<file path="src/rtl/value_editor_pkg.sv">
// Shared types for the value editor: step-size states, step lookup and edit direction.
package value_editor_pkg;

   localparam int StepW = 7;

   typedef enum logic [1:0] {
      Step1   = 2'd0,
      Step10  = 2'd1,
      Step100 = 2'd2
   } step_state_e;

   typedef enum logic [1:0] {
      DirNone = 2'd0,
      DirUp   = 2'd1,
      DirDown = 2'd2
   } dir_e;

   function automatic logic [StepW-1:0] step_value(input step_state_e state);
      case (state)
         Step1:   step_value = 7'd1;
         Step10:  step_value = 7'd10;
         Step100: step_value = 7'd100;
         default: step_value = 7'd1;
      endcase
   endfunction

endpackage

</file>
<file path="src/rtl/value_editor_accel.sv">
// Step-size acceleration: widens the step during long same-direction repeat trains,
// falls back to a step of 1 on direction change, sign toggle or idle timeout.
module value_editor_accel
   import value_editor_pkg::*;
#(
   parameter int StreakLength = 8,
   parameter int IdleCycles   = 15_000_000
) (
   input  logic             Clock,
   input  logic             Reset,
   input  logic             step_valid,
   input  logic [1:0]       dir,
   input  logic             sign_toggle,
   output logic [StepW-1:0] step_size
);

   localparam int StreakW = $clog2(StreakLength + 1);
   localparam int IdleW   = $clog2(IdleCycles + 1);

   step_state_e        state_r, state_s;
   dir_e               last_dir_r, last_dir_s;
   logic [StreakW-1:0] streak_r, streak_s;
   logic [IdleW-1:0]   idle_r, idle_s;
   logic               dir_change_s;

   // A reversal is applied with a step of 1 regardless of the current state.
   always_comb begin
      dir_change_s = step_valid && (last_dir_r != DirNone) && (dir != last_dir_r);
      if (dir_change_s) begin
         step_size = 7'd1;
      end else begin
         step_size = step_value(state_r);
      end
   end

   // Next-state logic for the step FSM, streak counter and idle counter.
   always_comb begin
      state_s    = state_r;
      last_dir_s = last_dir_r;
      streak_s   = streak_r;
      idle_s     = idle_r;
      if (step_valid) begin
         idle_s     = {IdleW{1'b0}};
         last_dir_s = dir_e'(dir);
         if (dir_change_s) begin
            state_s  = Step1;
            streak_s = {StreakW{1'b0}};
         end else if (streak_r == StreakW'(StreakLength - 1)) begin
            streak_s = {StreakW{1'b0}};
            case (state_r)
               Step1:   state_s = Step10;
               Step10:  state_s = Step100;
               Step100: state_s = Step100;
               default: state_s = Step1;
            endcase
         end else begin
            streak_s = streak_r + StreakW'(1);
         end
      end else begin
         // The timeout fires on the edge where the idle count reaches its limit.
         if (sign_toggle || (idle_r >= IdleW'(IdleCycles - 1))) begin
            state_s  = Step1;
            streak_s = {StreakW{1'b0}};
         end else begin
            state_s  = state_r;
            streak_s = streak_r;
         end
         if (idle_r != IdleW'(IdleCycles)) begin
            idle_s = idle_r + IdleW'(1);
         end else begin
            idle_s = idle_r;
         end
      end
   end

   // State registers with synchronous reset.
   always_ff @(posedge Clock) begin
      if (Reset) begin
         state_r    <= Step1;
         last_dir_r <= DirNone;
         streak_r   <= {StreakW{1'b0}};
         idle_r     <= {IdleW{1'b0}};
      end else begin
         state_r    <= state_s;
         last_dir_r <= last_dir_s;
         streak_r   <= streak_s;
         idle_r     <= idle_s;
      end
   end

endmodule

</file>
<file path="src/rtl/value_editor.sv">
// Sign-magnitude value register edited by Up/Down/Sign pulses with symmetric saturation.
// Optional step acceleration is built when VALUE_EDITOR_ACCEL_EN is defined.
module value_editor
   import value_editor_pkg::*;
#(
   parameter int ClockPeriod_ns = 20,
   parameter int MaxMagnitude   = 9999,
   parameter int InitMagnitude  = 0,
   parameter int StreakLength   = 8,
   parameter int IdleTimeout_ns = 300_000_000
) (
   input  logic                              Clock,
   input  logic                              Reset,
   input  logic                              iUp,
   input  logic                              iDown,
   input  logic                              iSigned,
   output logic [$clog2(MaxMagnitude+1)-1:0] oMagnitude,
   output logic                              oNegative,
   output logic                              oUpdate,
   output logic                              oAtLimit
);

   localparam int MagW       = $clog2(MaxMagnitude + 1);
   localparam int SumW       = ((MagW > StepW) ? MagW : StepW) + 2;
   localparam int IdleCycles = IdleTimeout_ns / ClockPeriod_ns;
   localparam logic [MagW-1:0]        MaxMag  = MagW'(MaxMagnitude);
   localparam logic [MagW-1:0]        InitMag = MagW'(InitMagnitude);
   localparam logic signed [SumW-1:0] MaxV    = SumW'(MaxMagnitude);

   logic [MagW-1:0]        mag_r, next_mag_s;
   logic                   neg_r, next_neg_s, update_r, at_limit_r, changed_s;
   logic                   step_valid_s;
   logic [StepW-1:0]       step_size_s;
   logic signed [SumW-1:0] mag_v_s, step_v_s, cur_v_s, sum_v_s, sat_v_s, abs_v_s;

   // A sign pulse swallows any step in the same cycle; opposing steps cancel.
   assign step_valid_s = (iUp ^ iDown) & ~iSigned;

`ifdef VALUE_EDITOR_ACCEL_EN
   logic [1:0] dir_s;
   assign dir_s = iUp ? DirUp : DirDown;

   value_editor_accel #(
      .StreakLength (StreakLength),
      .IdleCycles   (IdleCycles)
   ) u_accel (
      .Clock       (Clock),
      .Reset       (Reset),
      .step_valid  (step_valid_s),
      .dir         (dir_s),
      .sign_toggle (iSigned),
      .step_size   (step_size_s)
   );
`else
   assign step_size_s = 7'd1;
`endif

   // Signed add with saturation, then split back into sign and magnitude.
   always_comb begin
      mag_v_s  = $signed({{(SumW-MagW){1'b0}}, mag_r});
      step_v_s = $signed({{(SumW-StepW){1'b0}}, step_size_s});
      cur_v_s  = neg_r ? -mag_v_s : mag_v_s;
      sum_v_s  = iUp ? (cur_v_s + step_v_s) : (cur_v_s - step_v_s);
      if (sum_v_s > MaxV) begin
         sat_v_s = MaxV;
      end else if (sum_v_s < -MaxV) begin
         sat_v_s = -MaxV;
      end else begin
         sat_v_s = sum_v_s;
      end
      abs_v_s    = sat_v_s[SumW-1] ? -sat_v_s : sat_v_s;
      next_mag_s = mag_r;
      next_neg_s = neg_r;
      if (iSigned) begin
         if (mag_r != {MagW{1'b0}}) begin
            next_neg_s = ~neg_r;
         end else begin
            next_neg_s = neg_r;
         end
      end else if (step_valid_s) begin
         // A zero result has a clear sign bit, so zero stays positive.
         next_mag_s = abs_v_s[MagW-1:0];
         next_neg_s = sat_v_s[SumW-1];
      end else begin
         next_mag_s = mag_r;
         next_neg_s = neg_r;
      end
      changed_s = (next_mag_s != mag_r) || (next_neg_s != neg_r);
   end

   // Output registers.
   always_ff @(posedge Clock) begin
      if (Reset) begin
         mag_r      <= InitMag;
         neg_r      <= 1'b0;
         update_r   <= 1'b0;
         at_limit_r <= (InitMag == MaxMag);
      end else begin
         mag_r      <= next_mag_s;
         neg_r      <= next_neg_s;
         update_r   <= changed_s;
         at_limit_r <= (next_mag_s == MaxMag);
      end
   end

   assign oMagnitude = mag_r;
   assign oNegative  = neg_r;
   assign oUpdate    = update_r;
   assign oAtLimit   = at_limit_r;

endmodule

</file>
<file path="config.mk">
export PLATFORM = sky130hd
export DESIGN_NAME = value_editor
export DESIGN_NICKNAME = d
export VERILOG_FILES = /design/src/rtl/value_editor_pkg.sv /design/src/rtl/value_editor_accel.sv /design/src/rtl/value_editor.sv
export SDC_FILE = /design/constraint.sdc
export NUM_CORES = 1
export LEC_CHECK = 0
export CAP_MARGIN = 20
export CORE_MARGIN = 5
export CORE_UTILIZATION = 54
export CTS_BUF_LIST = sky130_fd_sc_hd__clkbuf_8 sky130_fd_sc_hd__clkbuf_16
export DETAILED_ROUTE_END_ITERATION = 10
export PLACE_DENSITY_LB_ADDON = 0.1
export SETUP_SLACK_MARGIN = 0.2
export SLEW_MARGIN = 20
export SYNTH_ARGS = -nofsm -noshare
export SYNTH_HDL_FRONTEND = slang
export SYNTH_SLANG_ARGS = --single-unit
</file>
<file path="constraint.sdc">
create_clock -name Clock -period 5.7 [get_ports Clock]
set_input_delay 1.14 -clock Clock [delete_from_list [all_inputs] [get_ports Clock]]
set_output_delay 1.14 -clock Clock [all_outputs]
set_load 0.005 [all_outputs]
</file>
==> qor.csv <==
metric,value,unit
cp_common_cell,ha_4,
drive_above_1_share,43.66,%
area_delta_synth_final,63.34,%
arrival,6.12,ns
cp_data_required_time,5.87,ns
slowest_delay,0.67,ns
gr-usage-met2,52.40,%
dp_slack,-0.5436,ns
antennaDiodeCount,0,
dpl_cell_area,0.003953,mm^2
grt_start_max_net_pins,28,
core_area,0.005107,mm^2
grt_most_used_layer,met2,
cts_root_buf,clkbuf_8,
die_area,0.006802,mm^2
met1_usage,39.42,%
synth_xor_area_share,9.263,%
min_delay_path_depth,2,
clock-sinks,17,
final_common_cell,buf_4,
synth_cells,406,
wl_per_cell,23.44,um
synth_area_per_cell,6.986,um^2
synth_seq_cells,17,
fin_setup_tns,-0.4877,ns
die_h,82.48,um
hold_ws,0.6081,ns
port_buffers,21,
whs_endpoint,oMagnitude[13],
worstSetupPathType,reg -> reg,
die_w,82.48,um
first_pass_iters,6,
synth_ff_type,dfxtp_1,
relSlewSlack,43.24,%
numCtsBuffers,3,
layout_setup_ws,-0.2441,ns
syn-num-nets,430,
violations,setup timing,
synth.distinct_cells,74,
dr.first_iter.drc_count,676,
routed_wl,14200,um
ys_seq_area_share,12.00,%
tritoncts,yes,
finalClockSkew,0.002950,ns
yosys_warnings,0,
regToRegSetupSlack,-0.24,ns
grt_pass1_vias,3443,
maxCapViolCount,0,
hold_viol,0,
critPathCaptureType,register,
synth_top_family_by_area,compound AO/OA/AOI/OAI gates,
viasPerCell,7.185,
ioPinCount,22,
outcome,"complete, but fails checks",
tightest_slew,0.8463,ns
hpwl,7670,um
ant_nets,0,
critPathBufInv,5,
crit_slowest_cell,a211oi_1,
worstHoldPathType,reg -> reg,
gp_congestion,0.9543,
final_cell_area,0.004633,mm^2
reg2reg_depth,27,
finalNetCount,561,
min_from,oMagnitude[13],
yosys.area_share.adder,8.646,%
met3_usage,6.725,%
htreeDepth,1,
synth_mux_area_share,2.558,%
fin_crit_sh,104.3,%
drv_slew,0,
synth_compound_area_share,31.32,%
crit_path_start_kind,register,
r2r-start,oMagnitude[1],
syn_area,0.002836,mm^2
clock_latency,0.26,ns
crit_family,compound AO/OA/AOI/OAI gates,
r2r_end,oAtLimit,
synthArstFlopShare,0,%
fill_cells,221,
start_util,55.54,%
cts_hold_repair.buffers,0,
drcViolationCount,0,
path_max_fanout,7,
num_rows,26,
overflow,0,
path_clk_slew,0.07,ns
grt_usage,30.97,%
grt_pass1_wl,16370,um
clock.fmax,0.1682,GHz
clk_path_buf_depth,2,
vias,4354,
final_cell_mix,"127 x buf_4, 40 x nor2_1, 27 x nand2_1",
grt_setup_unrepaired,true,
setup_viol,2,
min_period,5.944,ns
antenna_found_initial,0,
synth-edff-count,0,
synth-simple-area-share,29.78,%
cells by family (layout without fill, tap and decap cells):
kind of cell             after synthesis  after routing
XOR/XNOR                              30             30
multiplexers                           7              7
AO/OA/AOI/OAI                        128            128
buffers and inverters                 41            171
adder cells (fa/ha/maj)               19             19
flip-flops                            17             17
AND/OR/NAND/NOR                      164            164
sequential cells by signal (all words and copies together) (netlist names):
signal	cells
oMagnitude	14
oAtLimit	1
oNegative	1
oUpdate	1
synth_stat cells, types with 9 or more instances:
library cell	number	area, um^2
xnor2_1	20	175.2
inv_1	13	48.80
a21oi_1	28	140.1
clkbuf_1	16	60.06
a211oi_1	9	67.56
xor2_1	10	87.58
dfxtp_1	17	340.3
nor3_1	18	90.09
nand3_1	9	45.04
o21ai_0	26	130.1
ha_1	18	225.2
nand2_1	33	123.9
nor2_1	45	168.9
routing by layer:
metal,up-vias,wire length (um)
met1,1997,4852
met2,437,6486
met3,144,1813
met4,0,1050
met5,-,0
li1,1776,-
timing repair:
action                                  CTS  global route
gates cloned                              0             1
pin swaps                                20            38
endpoints found under the setup margin    5             5
resized for setup                        30            69
buffers inserted                          7            18
worst max-delay path by stage:
| stage | start | endpoint | slack [ns] | cells past startpoint |
|---|---|---|---|---|
| after global placement | iUp | oUpdate | -0.42 | 25 |
| final | oMagnitude[1] | oAtLimit | -0.24 | 27 |
| after floorplan | iUp | oUpdate | -0.07 | 24 |
| after detailed placement | iUp | oUpdate | -0.54 | 23 |
| after global routing | oMagnitude[4] | oUpdate | -0.37 | 26 |
| after CTS | iUp | oUpdate | 0.15 | 23 |
final cells by class:
cell class                      count  area, um^2  area share (%)
Clock inverter                      1       3.754         0.08102
Tap cell                           70       87.58           1.890
Clock buffer                        3       41.29          0.8912
Inverter                           13       52.55           1.134
Multi-Input combinational cell    348        2850           61.52
Sequential cell                    17       342.8           7.399
Timing Repair Buffer              154        1255           27.09
worst reg2reg max path, delay by kind of cell (launching register included):
kind / cells / cell delay, ns
buffers and inverters: 5 / 0.69
and+or+nand+nor: 8 / 1.55
DFF: 1 / 0.33
xor gates and xnor gates: 1 / 0.15
adders and majority gates: 4 / 0.95
AOI/OAI and AO/OA: 9 / 2.20
per-stage QoR:
| stage | cells | util (%) |
|---|---|---|
| after floorplan | 406 | - |
| after global placement | 576 | 77.39 |
| after detailed placement | 576 | 77.39 |
| after CTS | 587 | 81.04 |
| after global routing | 606 | 90.72 |
| final | 606 | 90.72 |
Power is left out: the tool's default activity adds up to more than one toggle a clock period on the data nets, which glitch-free logic cannot reach.
==> RTL change 1, RTL diff (same flow settings) <==
Add an input register stage for `iDown`, without a reset; this delays it by one clock. The other inputs are not delayed to match.
--- a/src/rtl/value_editor.sv
+++ b/src/rtl/value_editor.sv
@@ -27,6 +27,12 @@
    localparam logic [MagW-1:0]        InitMag = MagW'(InitMagnitude);
    localparam logic signed [SumW-1:0] MaxV    = SumW'(MaxMagnitude);
 
+   logic iDown_q;
+
+   always_ff @(posedge Clock) begin
+      iDown_q <= iDown;
+   end
+
    logic [MagW-1:0]        mag_r, next_mag_s;
    logic                   neg_r, next_neg_s, update_r, at_limit_r, changed_s;
    logic                   step_valid_s;
@@ -34,7 +40,7 @@
    logic signed [SumW-1:0] mag_v_s, step_v_s, cur_v_s, sum_v_s, sat_v_s, abs_v_s;
 
    // A sign pulse swallows any step in the same cycle; opposing steps cancel.
-   assign step_valid_s = (iUp ^ iDown) & ~iSigned;
+   assign step_valid_s = (iUp ^ iDown_q) & ~iSigned;
 
 `ifdef VALUE_EDITOR_ACCEL_EN
    logic [1:0] dir_s;
Check against the original RTL: not equivalent (a bounded check fails within 4 cycles, from zero or initial values and one cycle with Reset high).
==> RTL change 1 against the original RTL <==
- the run still ends with negative setup slack left
- synthesized area rose by 0.71%
- routed wire length shrank 18%
- clock skew shrank 0.0017 ns
- non-clock buffer count decreased by 1
- hold slack gained 0.018 ns
- sequential cell count grew 1
- cell count unchanged
- design area down 1.6%
- worst setup slack better by 0.16 ns
- critical endpoint unchanged
- highest routed layer unchanged
Power is left out: the tool's default activity adds up to more than one toggle a clock period on the data nets, which glitch-free logic cannot reach.
==> RTL change 1: results (changes against the original RTL) <==
run status complete, but fails checks (unchanged); failing checks negative setup slack (unchanged); DP HPWL 7590 um (was 7670 um); CP Data Arrival Time 5.96 ns (was 6.12 ns); Worst Hold Launch oMagnitude[10] (was oMagnitude[13]); syn nets 431 (was 430); Port Buf Inserts 21 (unchanged); Setup-failing EPs final 2 (unchanged); routability congestion estimate 1.04 (was 0.954); Pre-Repair DR Iteration Count 6 (unchanged); Synth Flop Type dfxtp_1 (unchanged); layout cells sized above 1 40.7% (was 43.7%); DR vias 3,904 (was 4,354); ys async rst share 0% (unchanged); reg2reg end oAtLimit (unchanged); WHS 0.626 ns (was 0.608 ns); Yosys warnings 0 (unchanged); placed cells 575 (was 576); worst skew pair latency 0.26 ns (about the same); count of different cell masters after synthesis 74 (unchanged); Tot GR Track Use 31.6% (was 31.0%); post-DR wirelength/cell 19.2 um (was 23.4 um); dpl ws -0.502 ns (was -0.544 ns); initial antenna violation count 0 (unchanged); Worst-path clk slew 0.07 ns (about the same); sequential-to-total area share from yosys stat 12.6% (was 12.0%); Worst path slowest cell or3_4 (was a211oi_1); met3 GRT Util 3.69% (was 6.72%); TritonCTS buffer count 3 (unchanged); Crit Reg-Reg Startpoint oMagnitude[4] (was oMagnitude[1]); largest net degree at the start of global routing 28 (unchanged); clock skew 0.00123 ns (was 0.00295 ns); dpl cell area 0.00397 mm2 (was 0.00395 mm2); HP Class reg2reg (unchanged); Max Buffers Root-to-Sink 2 (unchanged); met2 Track Usage GR 54.4% (was 52.4%); Synth top cells by count nor2_1 (45), nand2_1 (33), a21oi_1 (28), o21ai_0 (26), xnor2_1 (20) (unchanged); max FFs per register 14 (unchanged); fin nets 561 (unchanged); Setup WS post-layout -0.0815 ns (was -0.244 ns); htree depth 1 (unchanged); Root Buffer clkbuf_8 (unchanged); via/cell ratio 6.44 (was 7.18); Ant. Diodes 0 (unchanged); Synth Instances 407 (was 406); hold path cells 3 (was 2); hold endpoint oMagnitude[10] (was oMagnitude[13]); Slew @ Worst Pin 0.706 ns (was 0.846 ns); iteration-0 DRC count of the detailed router 506 (was 676); first-pass GRT wire length 16,700 um (was 16,400 um); top post-synthesis cells by area dfxtp_1 (13%), ha_1 (7.9%), xnor2_1 (6.1%), nor2_1 (5.9%), a21oi_1 (4.9%) (was dfxtp_1 (12%), ha_1 (7.9%), xnor2_1 (6.2%), nor2_1 (6.0%), a21oi_1 (4.9%)); R2R cell count 26 (was 27); vias in the first global route 3,457 (was 3,443); met1 usage 42.0% (was 39.4%); max incr delay on CP 0.43 ns (was 0.67 ns); CP delay by family, top simple AND/OR/NAND/NOR gates (was compound AO/OA/AOI/OAI gates); Crit Path Max Fanout 5 (was 7)
-- RTL change 1: changes by cell type after synthesis --
cell	before	now
dfxtp_1	17	18
-- RTL change 1: cells by family (layout without fill, tap and decap cells) --
| logic type | count (synthesis) | after routing | synth area share [%] |
|---|---|---|---|
| and+or+nand+nor | 164 | 164 | 29.6 |
| DFF | 18 | 18 | 12.6 |
| buffers and inverters | 41 | 170 | 6.39 |
| AOI/OAI and AO/OA | 128 | 128 | 31.1 |
| xor gates and xnor gates | 30 | 30 | 9.20 |
| adders and majority gates | 19 | 19 | 8.59 |
| muxes | 7 | 7 | 2.54 |
-- RTL change 1: metrics by stage --
step / setup TNS, ns / utilization, %
finish: -0.0892 / 89.3
global route: -0.567 / 89.3
CTS: 0 / 85.3
detailed placement: -1.59 / 77.7
global placement: -0.981 / 77.7
floorplan: -0.0705 / -
-- RTL change 1: how the worst max path moves through the flow --
stage	start	depth (start not counted)	endpoint
after floorplan	iUp	24	oUpdate
after global placement	iUp	23	oUpdate
after detailed placement	iUp	23	oUpdate
after CTS	oMagnitude[3]	26	oAtLimit
after global routing	iUp	24	oUpdate
final	oMagnitude[4]	26	oAtLimit
-- RTL change 1: area by class of cell --
class / count / area (um2)
Timing Repair Buffer: 153 / 1240
Tap cell: 70 / 87.6
Inverter: 13 / 55.1
Sequential cell: 18 / 364
Multi-Input combinational cell: 348 / 2760
Clock buffer: 4 / 55.1
Fill cell: 254 / 548
-- RTL change 1: worst min-delay path, cell delays in order, from the launching register on --
cell and delay (ns):
dfxtp_1 0.31, buf_4 0.16, nand2_1 0.06, a21oi_1 0.05
-- RTL change 1: metal layers --
| metal | vias to the layer above | share of wire (%) | routed length [um] |
|---|---|---|---|
| met4 | 0 | 4.0 | 464 |
| met2 | 281 | 46 | 5390 |
| met1 | 1786 | 41 | 4700 |
| li1 | 1769 | - | - |
| met5 | - | 0 | 0 |
| met3 | 68 | 9.1 | 1050 |
-- RTL change 1: repair_timing --
action,CTS,global route
buffers inserted,17,10
gates resized for setup,49,28
endpoints found under the hold margin,0,0
endpoints found under the setup margin,5,9
pin swaps,39,35
==> RTL change 2, RTL diff (same settings) <==
Without the edit above. Build with the macro `VALUE_EDITOR_ACCEL_EN` defined.
--- a/src/rtl/value_editor.sv
+++ b/src/rtl/value_editor.sv
@@ -1,5 +1,7 @@
 // Sign-magnitude value register edited by Up/Down/Sign pulses with symmetric saturation.
 // Optional step acceleration is built when VALUE_EDITOR_ACCEL_EN is defined.
+`define VALUE_EDITOR_ACCEL_EN
+
 module value_editor
    import value_editor_pkg::*;
 #(
Behaviour: not the same (a bounded check fails within 10 cycles, from zero or initial values and one cycle with Reset high).
==> RTL change 2 against the original RTL <==
- die area grew 54%
- the flow still finishes with violations (negative setup slack)
- synthesized area grew 62%
- worst setup slack lost 1.0 ns
- critical path depth grew 6
- design area grew 57%
- cell count grew 50%
- sequential cell count grew 32
- routed wire length grew 33%
Power is not shown: default switching activity piles up to over one toggle a cycle in this logic, so the estimate is an artifact.
==> RTL change 2: results (changes against the original RTL) <==
DP HPWL 12,200 um (was 7670 um); top post-synthesis cells by area dfxtp_1 (21%), ha_1 (7.1%), nor2_1 (6.0%), xnor2_1 (5.7%), a21oi_1 (4.9%) (was dfxtp_1 (12%), ha_1 (7.9%), xnor2_1 (6.2%), nor2_1 (6.0%), a21oi_1 (4.9%)); failing checks negative setup slack (unchanged); Pre-Repair DR Iteration Count 5 (was 6); met1 usage 44.2% (was 39.4%); Worst Hold Launch u_accel.streak_r[3] (was oMagnitude[13]); vias in the first global route 5,667 (was 3,443); Worst-path clk slew 0.11 ns (was 0.07 ns); Slew @ Worst Pin 0.927 ns (was 0.846 ns); dpl cell area 0.00614 mm2 (was 0.00395 mm2); met3 GRT Util 3.82% (was 6.72%); Synth Area in Compound Gates 25.9% (was 31.3%); Synth Area in XOR/XNOR 11.8% (was 9.26%); mux cell area share after synthesis 2.06% (was 2.56%); Critical Path Start iDown (was oMagnitude[1]); htree depth 2 (was 1); layout cells sized above 1 40.2% (was 43.7%); CP Data Arrival Time 7.15 ns (was 6.12 ns); max incr delay on CP 0.43 ns (was 0.67 ns); max FFs per register 24 (was 14); reg-to-reg setup timing slack -0.87 ns (was -0.24 ns); TritonCTS buffer count 5 (was 3); WHS 0.491 ns (was 0.608 ns); Synth top cells by count nor2_1 (74), nand2_1 (51), dfxtp_1 (49), a21oi_1 (45), nand3_1 (31) (was nor2_1 (45), nand2_1 (33), a21oi_1 (28), o21ai_0 (26), xnor2_1 (20)); R2R cell count 32 (was 27); placed cells 867 (was 576); sequential-to-total area share from yosys stat 21.3% (was 12.0%); Setup WS post-layout -1.27 ns (was -0.244 ns); initial antenna violation count 0 (unchanged); count of different cell masters after synthesis 81 (was 74); Met2 Routed Length 8690 um (was 6490 um); Setup-failing EPs final 12 (was 2); Crit Path Max Fanout 4 (was 7); wl on met1 7700 um (was 4850 um); Ant. Diodes 0 (unchanged); first-pass GRT wire length 27,900 um (was 16,400 um); iteration-0 DRC count of the detailed router 601 (was 676); run status complete, but fails checks (unchanged); fin nets 837 (was 561); met2 Track Usage GR 55.7% (was 52.4%); Setup crit end oUpdate (was oAtLimit); final WL 18,900 um (was 14,200 um); worst skew pair latency 0.31 ns (was 0.26 ns); syn nets 644 (was 430); DR vias 5,885 (was 4,354); Setup TNS -8.27 ns (was -0.488 ns); largest net degree at the start of global routing 25 (was 28); clock skew 0.0173 ns (was 0.00295 ns)
==> RTL change 2: worst max-delay path, delay by kind of cell <==
family | cells | cell delay (ns)
multiplexers | 1 | 0.19
AO/OA/AOI/OAI | 9 | 1.84
AND/OR/NAND/NOR | 11 | 1.70
XOR/XNOR | 2 | 0.29
buffers and inverters | 6 | 0.80
adder cells (fa/ha/maj) | 4 | 1.17
==> RTL change 2: area by class of cell <==
| cell class | count | area [um2] |
|---|---|---|
| multi-input cells | 506 | 4120 |
| repair buffers | 222 | 1840 |
| flip-flops and latches | 49 | 981 |
| fillers | 426 | 981 |
| well taps | 105 | 131 |
| inverters | 21 | 83.8 |
| clock buffers | 6 | 82.6 |
| clock inverters | 2 | 37.5 |
==> RTL change 2: repair_timing <==
item,CTS,global route
resized for setup,89,60
endpoints found under the setup margin,15,14
setup buffers,22,14
pin swaps,38,36
